### src/rtl/parking_pkg.sv
// Purpose: shared types and defaults for the parking-lot occupancy and display stages.
// Latency: n/a (types, constants and a constant-only helper).
// Backpressure: n/a.
package parking_pkg;

    // Entry-barrier FSM encoding.
    typedef enum logic {
        CERRADA = 1'b0,
        ABIERTA = 1'b1
    } barrier_state_t;

    // Defaults shared with the display stage.
    localparam int CAPACIDAD_DEF   = 20;
    localparam int OPEN_CYCLES_DEF = 50;

    // Elaboration-time BCD of a constant 0..99, used for reset values only.
    function automatic logic [7:0] bcd_const(input int v);
        return {4'(v / 10), 4'(v % 10)};
    endfunction

endpackage

### src/rtl/parking_occupancy_counter_bin2bcd_2dig.sv
// Purpose: combinational 7-bit binary (0..99) to two BCD digits.
// Latency: 0 cycles (pure combinational).
// Backpressure: none; no handshake.
//
// Ports:
//   bin  in  7  binary value, 0..99 (values above 99 are out of range)
//   bcd  out 8  [7:4] tens digit, [3:0] units digit
module bin2bcd_2dig (
    input  logic [6:0] bin,
    output logic [7:0] bcd
);

    logic [3:0] tens;
    logic [3:0] units;

    // Ascending threshold scan: the last threshold that bin reaches wins,
    // which yields the tens digit without a divider.
    always_comb begin
        tens  = 4'd0;
        units = bin[3:0];
        for (int i = 1; i <= 9; i++) begin
            if (bin >= 7'(10 * i)) begin
                tens  = 4'(i);
                units = 4'(bin - 7'(10 * i));
            end
        end
    end

    assign bcd = {tens, units};

endmodule

### src/rtl/parking_occupancy_counter.sv
// Purpose: lot occupancy/free counters, full/empty flags, reject/underflow pulses, timed entry barrier.
// Latency: 1 cycle; an input pulse sampled at edge N is reflected on every output after edge N.
// Backpressure: none; every pulse is consumed, an entry while full is rejected (rechazo) and an exit while empty is flagged (error_salida).
//
// Ports:
//   clk           in   1      rising-edge clock
//   reset_n       in   1      asynchronous active-low reset
//   entrada       in   1      1-cycle pulse, a vehicle completed entry
//   salida        in   1      1-cycle pulse, a vehicle completed exit
//   ocupados      out  CNT_W  occupied spaces
//   libres        out  CNT_W  free spaces (CAPACIDAD - ocupados)
//   libres_bcd    out  8      free spaces as two BCD digits
//   lleno         out  1      ocupados == CAPACIDAD
//   vacio         out  1      ocupados == 0
//   rechazo       out  1      1-cycle pulse, entry arrived while full
//   error_salida  out  1      1-cycle pulse, exit arrived while empty
//   barrera       out  1      entry barrier open command
module parking_occupancy_counter
    import parking_pkg::*;
#(
    parameter int CAPACIDAD   = CAPACIDAD_DEF,
    parameter int OPEN_CYCLES = OPEN_CYCLES_DEF,
    parameter int CNT_W       = 7
) (
    input  logic             clk,
    input  logic             reset_n,
    input  logic             entrada,
    input  logic             salida,
    output logic [CNT_W-1:0] ocupados,
    output logic [CNT_W-1:0] libres,
    output logic [7:0]       libres_bcd,
    output logic             lleno,
    output logic             vacio,
    output logic             rechazo,
    output logic             error_salida,
    output logic             barrera
);

    localparam logic [CNT_W-1:0] CAP     = CNT_W'(CAPACIDAD);
    localparam logic [15:0]      T_LOAD  = 16'(OPEN_CYCLES - 1);
    localparam logic [7:0]       BCD_RST = bcd_const(CAPACIDAD);

    // ------------------------------------------------------------------
    // Event decode. Simultaneous entry and exit cancel each other.
    // ------------------------------------------------------------------
    logic ent_only, sal_only;
    logic full_now, empty_now;
    logic accept, reject, dec, underflow;

    assign ent_only  = entrada & ~salida;
    assign sal_only  = salida & ~entrada;
    assign full_now  = (ocupados == CAP);
    assign empty_now = (ocupados == '0);
    assign accept    = ent_only & ~full_now;
    assign reject    = ent_only & full_now;
    assign dec       = sal_only & ~empty_now;
    assign underflow = sal_only & empty_now;

    // ------------------------------------------------------------------
    // Next-state count; every derived output is computed from it so the
    // registered values are mutually consistent in the same cycle.
    // ------------------------------------------------------------------
    logic [CNT_W-1:0] ocup_nxt;
    logic [CNT_W-1:0] libres_nxt;
    logic [7:0]       bcd_nxt;

    always_comb begin
        ocup_nxt = ocupados;
        if (accept) begin
            ocup_nxt = ocupados + CNT_W'(1);
        end else if (dec) begin
            ocup_nxt = ocupados - CNT_W'(1);
        end
    end

    assign libres_nxt = CAP - ocup_nxt;

    bin2bcd_2dig u_bin2bcd (
        .bin (7'(libres_nxt)),
        .bcd (bcd_nxt)
    );

    always_ff @(posedge clk or negedge reset_n) begin
        if (!reset_n) begin
            ocupados     <= '0;
            libres       <= CAP;
            libres_bcd   <= BCD_RST;
            lleno        <= 1'b0;
            vacio        <= 1'b1;
            rechazo      <= 1'b0;
            error_salida <= 1'b0;
        end else begin
            ocupados     <= ocup_nxt;
            libres       <= libres_nxt;
            libres_bcd   <= bcd_nxt;
            lleno        <= (ocup_nxt == CAP);
            vacio        <= (ocup_nxt == '0);
            rechazo      <= reject;
            error_salida <= underflow;
        end
    end

    // ------------------------------------------------------------------
    // Barrier FSM. The timer holds the number of further open cycles
    // after the current one; an accepted entry reloads it in either state.
    // ------------------------------------------------------------------
    barrier_state_t state, state_nxt;
    logic [15:0]    timer, timer_nxt;

    always_ff @(posedge clk or negedge reset_n) begin
        if (!reset_n) begin
            state <= CERRADA;
            timer <= '0;
        end else begin
            state <= state_nxt;
            timer <= timer_nxt;
        end
    end

    always_comb begin
        state_nxt = state;
        timer_nxt = timer;
        case (state)
            CERRADA: begin
                if (accept) begin
                    state_nxt = ABIERTA;
                    timer_nxt = T_LOAD;
                end
            end
            ABIERTA: begin
                if (accept) begin
                    timer_nxt = T_LOAD;
                end else if (timer == '0) begin
                    state_nxt = CERRADA;
                end else begin
                    timer_nxt = timer - 16'd1;
                end
            end
            default: begin
                state_nxt = CERRADA;
                timer_nxt = '0;
            end
        endcase
    end

    // state is a flop, so barrera is a registered output.
    assign barrera = (state == ABIERTA);

endmodule

### config.mk
export PLATFORM = sky130hd
export DESIGN_NAME = parking_occupancy_counter
export DESIGN_NICKNAME = d
export VERILOG_FILES = /design/src/rtl/parking_pkg.sv /design/src/rtl/parking_occupancy_counter_bin2bcd_2dig.sv /design/src/rtl/parking_occupancy_counter.sv
export SDC_FILE = /design/constraint.sdc
export NUM_CORES = 1
export LEC_CHECK = 0
export ABC_AREA = 1
export CORE_MARGIN = 2
export CORE_UTILIZATION = 57
export DETAILED_ROUTE_END_ITERATION = 10
export PLACE_DENSITY = 0.81
export SLEW_MARGIN = 20
export SYNTH_ARGS = -nofsm -noshare
export SYNTH_HDL_FRONTEND = slang
export SYNTH_SLANG_ARGS = --single-unit
### constraint.sdc
create_clock -name clk -period 3.7 [get_ports clk]
set_input_delay 0.74 -clock clk [delete_from_list [all_inputs] [get_ports clk]]
set_output_delay 0.74 -clock clk [all_outputs]
set_load 0.02 [all_outputs]
### Word-level counts from Yosys, hierarchy flattened

Index checks and enable logic that the tools add are counted.

| word-level totals | value |
|---|---|
| register bits after elaboration | 43 |
| bits in latches | 0 |
| RAM bits | 0 |
| ROM bits | 0 |
| input port bits | 4 |
| output and inout bits | 27 |
| logic and storage cells | 78 |
| memories kept | 0 |

| cells by class | value |
|---|---|
| $add $sub $neg | 13 |
| multipliers | 0 |
| divide/modulo/power cells | 0 |
| order comparisons | 9 |
| equal/unequal tests | 4 |
| shift-type cells | 0 |
| muxes and demuxes | 28 |
| bitwise operators | 11 |
| reductions and logical operators | 4 |

Operators by type and width:

| cell | number |
|---|---|
| $mux 16 | 3 |
| $mux 4 | 11 |
| $pmux 16 s2 | 1 |
| $ge 7x6->1 const B | 3 |
| $ge 7x7->1 const B | 3 |
| $sub 4x4->4 const B | 5 |
| $logic_not 16->1 | 1 |
| $sub 16x1->16 const B | 1 |
| $eq 7x5->1 const B | 2 |
| $ge 7x5->1 const B | 2 |
| $logic_not 7->1 | 2 |
| $mux 7 | 2 |
| $mux 3 | 4 |
| $sub 4x3->4 const B | 2 |
| $add 7x1->7 const B | 1 |
| $ge 7x4->1 const B | 1 |
| $sub 5x7->7 const A | 1 |
| $sub 7x1->7 const B | 1 |
| $and 1x1->1 | 6 |
| $not 1->1 | 5 |
| $mux 1 | 4 |
| $mux 2 | 2 |
| $sub 4x1->4 const B | 1 |
| $sub 4x2->4 const B | 1 |
| other kinds (4) | 4 |

### Logic depth before layout (Yosys ltp)

Gate-level depths: netlist of the first run.

| logic depth | value |
|---|---|
| depth after elaboration | 16 |
| depth in mapped cells | 33 |
| mapped depth without buffers | 33 |

### Cells and area by module

From an unflattened synthesis of the first run, not the netlist that was laid out.

| second synthesis, totals | value |
|---|---|
| cell total of the unflattened synthesis | 397 |
| area, all modules | 2,895.3 um2 |

Modules (own cells, without submodules):

| module | instances | cells an instance | area each (um2) | sequential area each (um2) |
|---|---|---|---|---|
| parking_occupancy_counter | 1 | 271 | 2,254.7 | 1,056.0 |
| bin2bcd_2dig | 1 | 126 | 640.6 | 0.0 |

### Worst setup path before layout of the first run

No wires, ideal clock.

| path | value |
|---|---|
| path type | reg2reg |
| start | register libres_bcd[0] (netlist name) |
| end | register libres_bcd[1] |
| library setup time | 117 ps |
| data arrival time | 3,261 ps |
| data required time | 3,583 ps |
| setup slack | 322 ps |
| stages on the path, launching flop included | 28 |
| path buffers | 1 |
| clock period less this slack | 3,378 ps |
| cells stage by stage | dfrtp_1 > inv_1 > ha_1 > inv_2 > nor2_4 > nand3_2 > nand2_4 > buf_6 > nand2_1 > nand2_1 > inv_1 > ha_1 > or2_4 > nand2_4 > inv_4 > ha_1 > inv_1 > nor2_1 > nand2_1 > nand3_2 > nor2_4 > inv_2 > o21ai_1 > a21oi_1 > o21ai_1 > nand2_1 > nand3_1 > nand2_1 |

RTL lines:

| item | line | source |
|---|---|---|
| end signal: assignment | parking_occupancy_counter.sv:95 | `libres_bcd <= bcd_nxt;` |
| end: declaration | parking_occupancy_counter.sv:31 | `output logic [7:0] libres_bcd,` |

### Worst setup path in the final report of the first run

| path | value |
|---|---|
| start | register ocupados[1] |
| end | register libres_bcd[1] |

| between the ends | value |
|---|---|
| cells in the longest elaborated chain, start to end | 16 |
| elaborated cells between the ends (all ways) | 38 |

Ends and longest elaborated chain:

| item | line | source |
|---|---|---|
| start: declaration | parking_occupancy_counter.sv:29 | `output logic [CNT_W-1:0] ocupados,` |
| start signal: assignment | parking_occupancy_counter.sv:93 | `ocupados <= ocup_nxt;` |
| parallel branches: the longest is 4 deep, another holds $sub 7x1->7 | - |  |
| $mux 7 (*) | parking_occupancy_counter.sv:69 | `if (accept) begin` |
| via ocup_nxt[1] | parking_occupancy_counter.sv:63 | `logic [CNT_W-1:0] ocup_nxt;` |
| $sub 5x7->7 (*) | parking_occupancy_counter.sv:76 | `assign libres_nxt = CAP - ocup_nxt;` |
| via libres_nxt[2] | parking_occupancy_counter.sv:64 | `logic [CNT_W-1:0] libres_nxt;` |
| $ge 7x4->1 | parking_occupancy_counter_bin2bcd_2dig.sv:22 | `if (bin >= 7'(10 * i)) begin` |
| $mux 4 (8 in series) | parking_occupancy_counter_bin2bcd_2dig.sv:22 |  |
| $mux 4 (*) | parking_occupancy_counter_bin2bcd_2dig.sv:22 |  |
| via bcd_nxt[1] | parking_occupancy_counter.sv:65 | `logic [7:0] bcd_nxt;` |

Mark *: on every way through the listed nets, which the timed path passes.
A chain may end at the register's enable or synchronous reset.

==> reports/results.ini, run 1 <==
[detailed_routing]
drtAntennaViolNets = 0
viasPerCell = 5.30
wl_per_cell_um = 12.8
drc_errors = 0
drtIter0Drc = 198
wl_um = 6200
drtPass1Iterations = 4
vias = 2577

[setup_path]
crit_path_start_kind = register
end_kind = register
path_max_fanout = 7
crit_slowest_cell = dfrtp_2
cp_top_family = simple AND/OR/NAND/NOR gates
cp_common_cell = nand2_1
crit_arrival_ns = 3.57
path_class = register to register
critical_path_required_ns = 3.88
worst-path-buf-inv = 6
cpPeakStageDelay_ns = 0.45

[global_route]
grt-ovfl-total = 0
grt_pass1_wl_um = 10500
antenna_found_initial = 0
grt_use_total = 0.242
grt_pass1_vias = 2419
grt_max_degree = 42

[placed_design]
dp_slack_ns = -0.125
numPortBuffers = 30
place_area_um2 = 3280
dp.cells = 473
hpwlAfterDp_um = 4570
gp_congestion = 0.911

[power_and_ir_drop]
p_sw_frac = 0.494
irDropWorstVdd_mv = 0.823
p_comb_frac = 0.689
p_leak_nw = 1.70
internal_power_mw = 1.80
clkPwrFrac = 0.102
power_density_nw_per_um2 = 1020
power.switching_mw = 1.76
seqPwrFrac = 0.209

[flow_run]
drv_cap = 0

[final_layout]
regArea_um2 = 1030
final_cells = 486
nets = 434
diodes = 0
post-route-cell-area_um2 = 3480
areaGrowthSynthToFinish_pct = 23.5
fill_cells = 371
drive_above_1_share = 0.243
multi_input_area_um2 = 1550

[clock_network]
clkTransAtPathRegs_ns = 0.07
cts_root_buffer = clkbuf_8
cts_sinks = 41
clk_latency_ns = 0.28
cts_tree = done
htreeDepth = 2
cts-buffers-inserted = 5
cts_buffer_depth = 2

[sta]
setup_viol = 0
slew_violations = 0
fin_crit_sh = 0.915
setup_ws_ns = 0.313
finalHoldViolations = 0
finClkSkew_ns = 0.00223
tns_ns = 0
rsz0062_at_grt = false
holdWs_ns = 0.523
period_minus_slack_ns = 3.39
maxSlewHeadroom = 0.411
max_freq_mhz = 295
tightest_slew_ns = 0.884

[floorplan]
core_um2 = 4750
dieArea_um2 = 5530
rows = 25
start_util = 0.593
die_x_um = 74.3
fp.dieH_um = 74.3
boundaryPins = 31

[synth]
syn_area_per_cell_um2 = 7.75
synth_top_flop_cell = dfrtp_1
synth_warnings = 0
yosysSeqAreaShare = 0.366
synth_nets = 380
syn_area_um2 = 2820
synth-seq-cells = 41
synth_edf_count = 0
async_flop_share = 1.00
synth_cell_types = 41
synth_cells = 364

[outcome]
status = completed

[worst_hold_path]
hp-class = register to register

area by class of cell:
cell class                      count  share of cell area
Inverter                           58              0.0661
Multi-Input combinational cell    259               0.444
Sequential cell                    41               0.297
Timing Repair Buffer               53               0.136
Clock inverter                      1             0.00862
Tap cell                           67              0.0241
Clock buffer                        7              0.0248
cell usage after synthesis (2+ instances only):
library cell,n,area share
buf_6,3,0.012
a21oi_2,2,0.0062
nand2_4,10,0.040
inv_4,3,0.0067
dfstp_2,4,0.037
and3_1,2,0.0044
nor4_1,4,0.0089
o21ai_1,4,0.0071
nand4_1,4,0.0089
nand3_2,4,0.014
or2_2,3,0.0067
inv_2,12,0.016
nand2_2,11,0.024
buf_4,2,0.0053
xor2_1,6,0.019
nand3_1,27,0.048
o21ai_2,3,0.0093
o21ai_0,14,0.025
nor2_4,4,0.016
nand3b_1,3,0.0080
ha_1,12,0.053
inv_1,42,0.056
a21oi_1,19,0.034
nor3b_1,2,0.0053
nor2_1,22,0.029
dfrtp_1,37,0.33
o211ai_1,3,0.0080
o21a_1,2,0.0053
nand2_1,77,0.10
nor3_1,12,0.021
tightest hold or removal path: cells and delay by family, from the launching register on:
family           cells  cell delay [ns]
AND/OR/NAND/NOR      1             0.06
AO/OA/AOI/OAI        1             0.08
flip-flops           1             0.35
metal layers:
layer,vias up,global-route usage,wire [um]
met1,1214,0.318,2780
met5,-,0,0
met2,68,0.408,3080
met4,0,0.0774,92
met3,11,0.0447,253
li1,1284,-,-
registers in the layout, summed over array words and instances (netlist names):
signal	cells
ocupados	6
barrera	1
rechazo	1
libres	6
vacio	1
error_salida	1
lleno	1
timer	16
libres_bcd	8
cell usage in the layout (no fill, tap or decap), types with 4 or more instances in the layout:
cell type,Yosys,layout
a21oi_1,19,19
buf_4,2,23
clkbuf_8,0,6
clkdlybuf4s50_1,0,27
dfrtp_1,37,35
dfstp_2,4,4
ha_1,12,10
inv_1,42,41
inv_2,12,12
nand2_1,77,75
nand2_2,11,13
nand2_4,10,10
nand3_1,27,25
nand3_2,4,6
nand4_1,4,4
nor2_1,22,20
nor2_4,4,4
nor3_1,12,12
nor4_1,4,4
o21ai_0,14,14
o21ai_1,4,4
xor2_1,6,6
kinds of logic (layout without fill, tap and decap cells):
family,count (synthesis),in the layout,synth area share
buffers and inverters,64,119,0.0985
DFF,41,41,0.366
adders and majority gates,12,12,0.0532
and+or+nand+nor,189,189,0.356
xor gates and xnor gates,7,7,0.0217
AOI/OAI and AO/OA,51,51,0.105
worst paths after layout:
path | depth (start not counted) | endpoint | from | slack, ns
min in group asynchronous | 1 | timer[15] | reset_n | 0.58
worst min-delay path | 2 | timer[5] | timer[5] | 0.52
worst max register to register | 28 | libres_bcd[1] | ocupados[1] | 0.31
max in group asynchronous | 1 | libres_bcd[0] | reset_n | 2.52
worst max-delay path | 28 | libres_bcd[1] | ocupados[1] | 0.31
worst min register to register | 2 | timer[5] | timer[5] | 0.52
power by group through the flow:
| stage | Combinational [mW] | Clock (mW) | Sequential (mW) |
|---|---|---|---|
| 2_1_floorplan | 1.54 | 0 | 0.845 |
| 3_3_place_gp | 2.29 | 0 | 0.749 |
| 3_5_place_dp | 2.34 | 0 | 0.753 |
| 4_1_cts | 2.35 | 0.374 | 0.745 |
| 5_1_grt | 2.74 | 0.398 | 0.764 |
| 6_report | 2.46 | 0.365 | 0.744 |
timing repair:
action	4_1_cts	5_1_grt
setup endpoints to repair	0	4
buffers inserted	0	5
resized for setup	0	16
hold buffers	0	0
endpoints found under the hold margin	0	0
per-stage QoR:
| step | utilization | total power, mW |
|---|---|---|
| after global routing | 0.733 | 3.90 |
| final | 0.733 | 3.57 |
| after CTS | 0.715 | 3.47 |
| after global placement | 0.690 | 3.04 |
| after detailed placement | 0.690 | 3.09 |
| after floorplan | - | 2.39 |
(Power assumes the default switching activity.)
==> inputs of run 2 (changes only) <==
Settings changed: CORE_UTILIZATION 57 to 55, PLACE_DENSITY 0.81 to 0.78.
Clock period 3.7 ns to 3.8 ns, I/O delays scaled along.
==> run 2 against run 1 <==
Clock power is 8.5% lower; first-iteration DRC count shrank 38%; final area shrank 3.0%; non-clock buffer count shrank 10; largest power group unchanged; highest routed layer unchanged.
==> reports/results.ini, run 2 (same netlist as run 1, synthesis figures left out) <==
[outcome]
status = completed  ; unchanged

[global_route]
grt_use_total = 0.227  ; was 0.242
grt_max_degree = 42  ; unchanged
grt-ovfl-total = 0  ; unchanged
grt_pass1_wl_um = 9950  ; was 10,500 um
grt_pass1_vias = 2302  ; was 2,419
antenna_found_initial = 0  ; unchanged

[setup_path]
path_max_fanout = 7  ; unchanged
end_kind = register  ; unchanged
critical_path_required_ns = 3.98  ; was 3.88 ns
startpoint = entrada  ; was ocupados[1]
reg2reg_from = ocupados[1]  ; unchanged
crit_path_start_kind = primary input  ; was register
path_class = primary input to register  ; was register to register
crit_arrival_ns = 3.74  ; was 3.57 ns

[sta]
tns_ns = 0  ; unchanged
tightest_slew_ns = 0.904  ; was 0.884 ns
setup_viol = 0  ; unchanged
period_minus_slack_ns = 3.56
setup_ws_ns = 0.239  ; was 0.313 ns
fin_crit_sh = 0.937
finalHoldViolations = 0  ; unchanged
slew_violations = 0  ; unchanged
max_freq_mhz = 281
finClkSkew_ns = 0.00505  ; was 0.00223 ns
rsz0062_at_grt = false  ; unchanged
maxSlewHeadroom = 0.398  ; was 0.411

[clock_network]
cts_sinks = 41  ; unchanged
cts-buffers-inserted = 5  ; unchanged
cts_root_buffer = clkbuf_8  ; unchanged
cts_buffer_depth = 2  ; unchanged
clkTransAtPathRegs_ns = 0.07  ; about the same
cts_tree = done  ; unchanged
htreeDepth = 2  ; unchanged
clk_latency_ns = 0.29  ; was 0.28 ns

[final_layout]
fill_cells = 421  ; was 371
utilization = 0.670  ; was 0.733
reg_top3 = timer: 16 flops, libres_bcd: 8 flops  ; unchanged
largest_reg_flops = 16  ; unchanged
most-common-layout-cells = 76 x nand2_1, 41 x inv_1, 36 x dfrtp_1  ; was 75 x nand2_1, 41 x inv_1, 35 x dfrtp_1
diodes = 0  ; unchanged
nets = 424  ; was 434
final_common_cell = nand2_1  ; unchanged
drive_above_1_share = 0.211  ; was 0.243
areaGrowthSynthToFinish_pct = 19.8  ; was 23.5%
largest_register = timer  ; unchanged

[floorplan]
rows = 26  ; was 25
start_util = 0.559  ; was 0.593
dieArea_um2 = 5720  ; was 5530 um^2
boundaryPins = 31  ; unchanged
core_um2 = 5040  ; was 4750 um^2
fp.dieH_um = 75.6  ; was 74.3 um
die_x_um = 75.6  ; was 74.3 um

[detailed_routing]
drtIter0Drc = 123  ; was 198
drtAntennaViolNets = 0  ; unchanged
vias = 2471  ; was 2,577
wl_um = 5870  ; was 6200 um
wl_per_cell_um = 12.3  ; was 12.8 um
drtPass1Iterations = 4  ; unchanged
drc_errors = 0  ; unchanged
viasPerCell = 5.17  ; was 5.30

[placed_design]
hpwlAfterDp_um = 4450  ; was 4570 um
dp_slack_ns = -0.152  ; was -0.125 ns
numPortBuffers = 30  ; unchanged
gp_congestion = 0.951  ; was 0.911

[worst_hold_path]
hp-class = register to register  ; unchanged
hp-start = timer[5]  ; unchanged

[power_and_ir_drop]
p_leak_nw = 1.64  ; was 1.70 nW
finalPower_mw = 3.31  ; was 3.57 mW
power_density_nw_per_um2 = 980  ; was 1020 nW/um^2
irDropWorstVdd_mv = 0.625  ; was 0.823 mV

[flow_run]
drv_cap = 0  ; unchanged

## run 2: layer usage
metal	up-vias	share of wire	GRT usage
met5	-	0	0
met4	0	0.015	0.0702
met3	12	0.043	0.0503
met2	55	0.49	0.383
met1	1142	0.45	0.293
li1	1262	-	-
## run 2: report_power, final
| part | switching, mW | internal (mW) | total (mW) |
|---|---|---|---|
| clock network | 0.143 | 0.191 | 0.334 |
| logic | 1.39 | 0.860 | 2.25 |
| registers | 0.123 | 0.601 | 0.724 |
## run 2: per-stage QoR
stage / cell area, um^2 / cells / hold WS, ns
final: 3380 / 478 / 0.522
after global routing: 3380 / 478 / 0.578
after CTS: 3340 / 476 / 0.524
after detailed placement: 3230 / 469 / 0.507
after global placement: 3230 / 469 / 0.504
after floorplan: 2820 / 364 / 0.464
## run 2: critical path: stages
cell             delay [ns]
clkdlybuf4s50_1        0.52
inv_1                  0.10
nor2_4                 0.11
nand2_4                0.08
inv_2                  0.09
nand2_1                0.08
nand2_1                0.09
inv_1                  0.05
ha_1                   0.22
or2_4                  0.27
nand2_4                0.09
inv_4                  0.06
ha_1                   0.17
inv_1                  0.05
nor2_1                 0.04
nand2_1                0.07
nand3_2                0.11
nor2_4                 0.13
inv_2                  0.06
o21ai_1                0.13
a21oi_1                0.09
o21ai_1                0.15
nand2_1                0.10
nand3_1                0.08
nand2_1                0.06
## run 2: final cells by class
type,instances,area (um^2),share of cell area
clock inverter,2,35.0,0.0104
timing repair buffer,43,395,0.117
inverter,58,225,0.0667
sequential,41,1030,0.306
multi-input combinational,259,1530,0.454
tap,70,87.6,0.0259
clock buffer,5,68.8,0.0204
## run 2: path summary, 6_finish.rpt
kind / cells after the start / end / slack (ns)
min: 2 / timer[5] / 0.52
min reg2reg: 2 / timer[5] / 0.52
min in group asynchronous: 1 / timer[13] / 0.59
max: 25 / libres_bcd[1] / 0.24
max in group asynchronous: 1 / libres_bcd[0] / 2.58
max reg2reg: 28 / libres_bcd[1] / 0.33
## run 2: timing repair
item	4_1_cts	5_1_grt
hold endpoints to repair	0	0
setup buffers	0	2
hold buffers	0	0
endpoints found under the setup margin	0	4
gates resized for setup	0	8
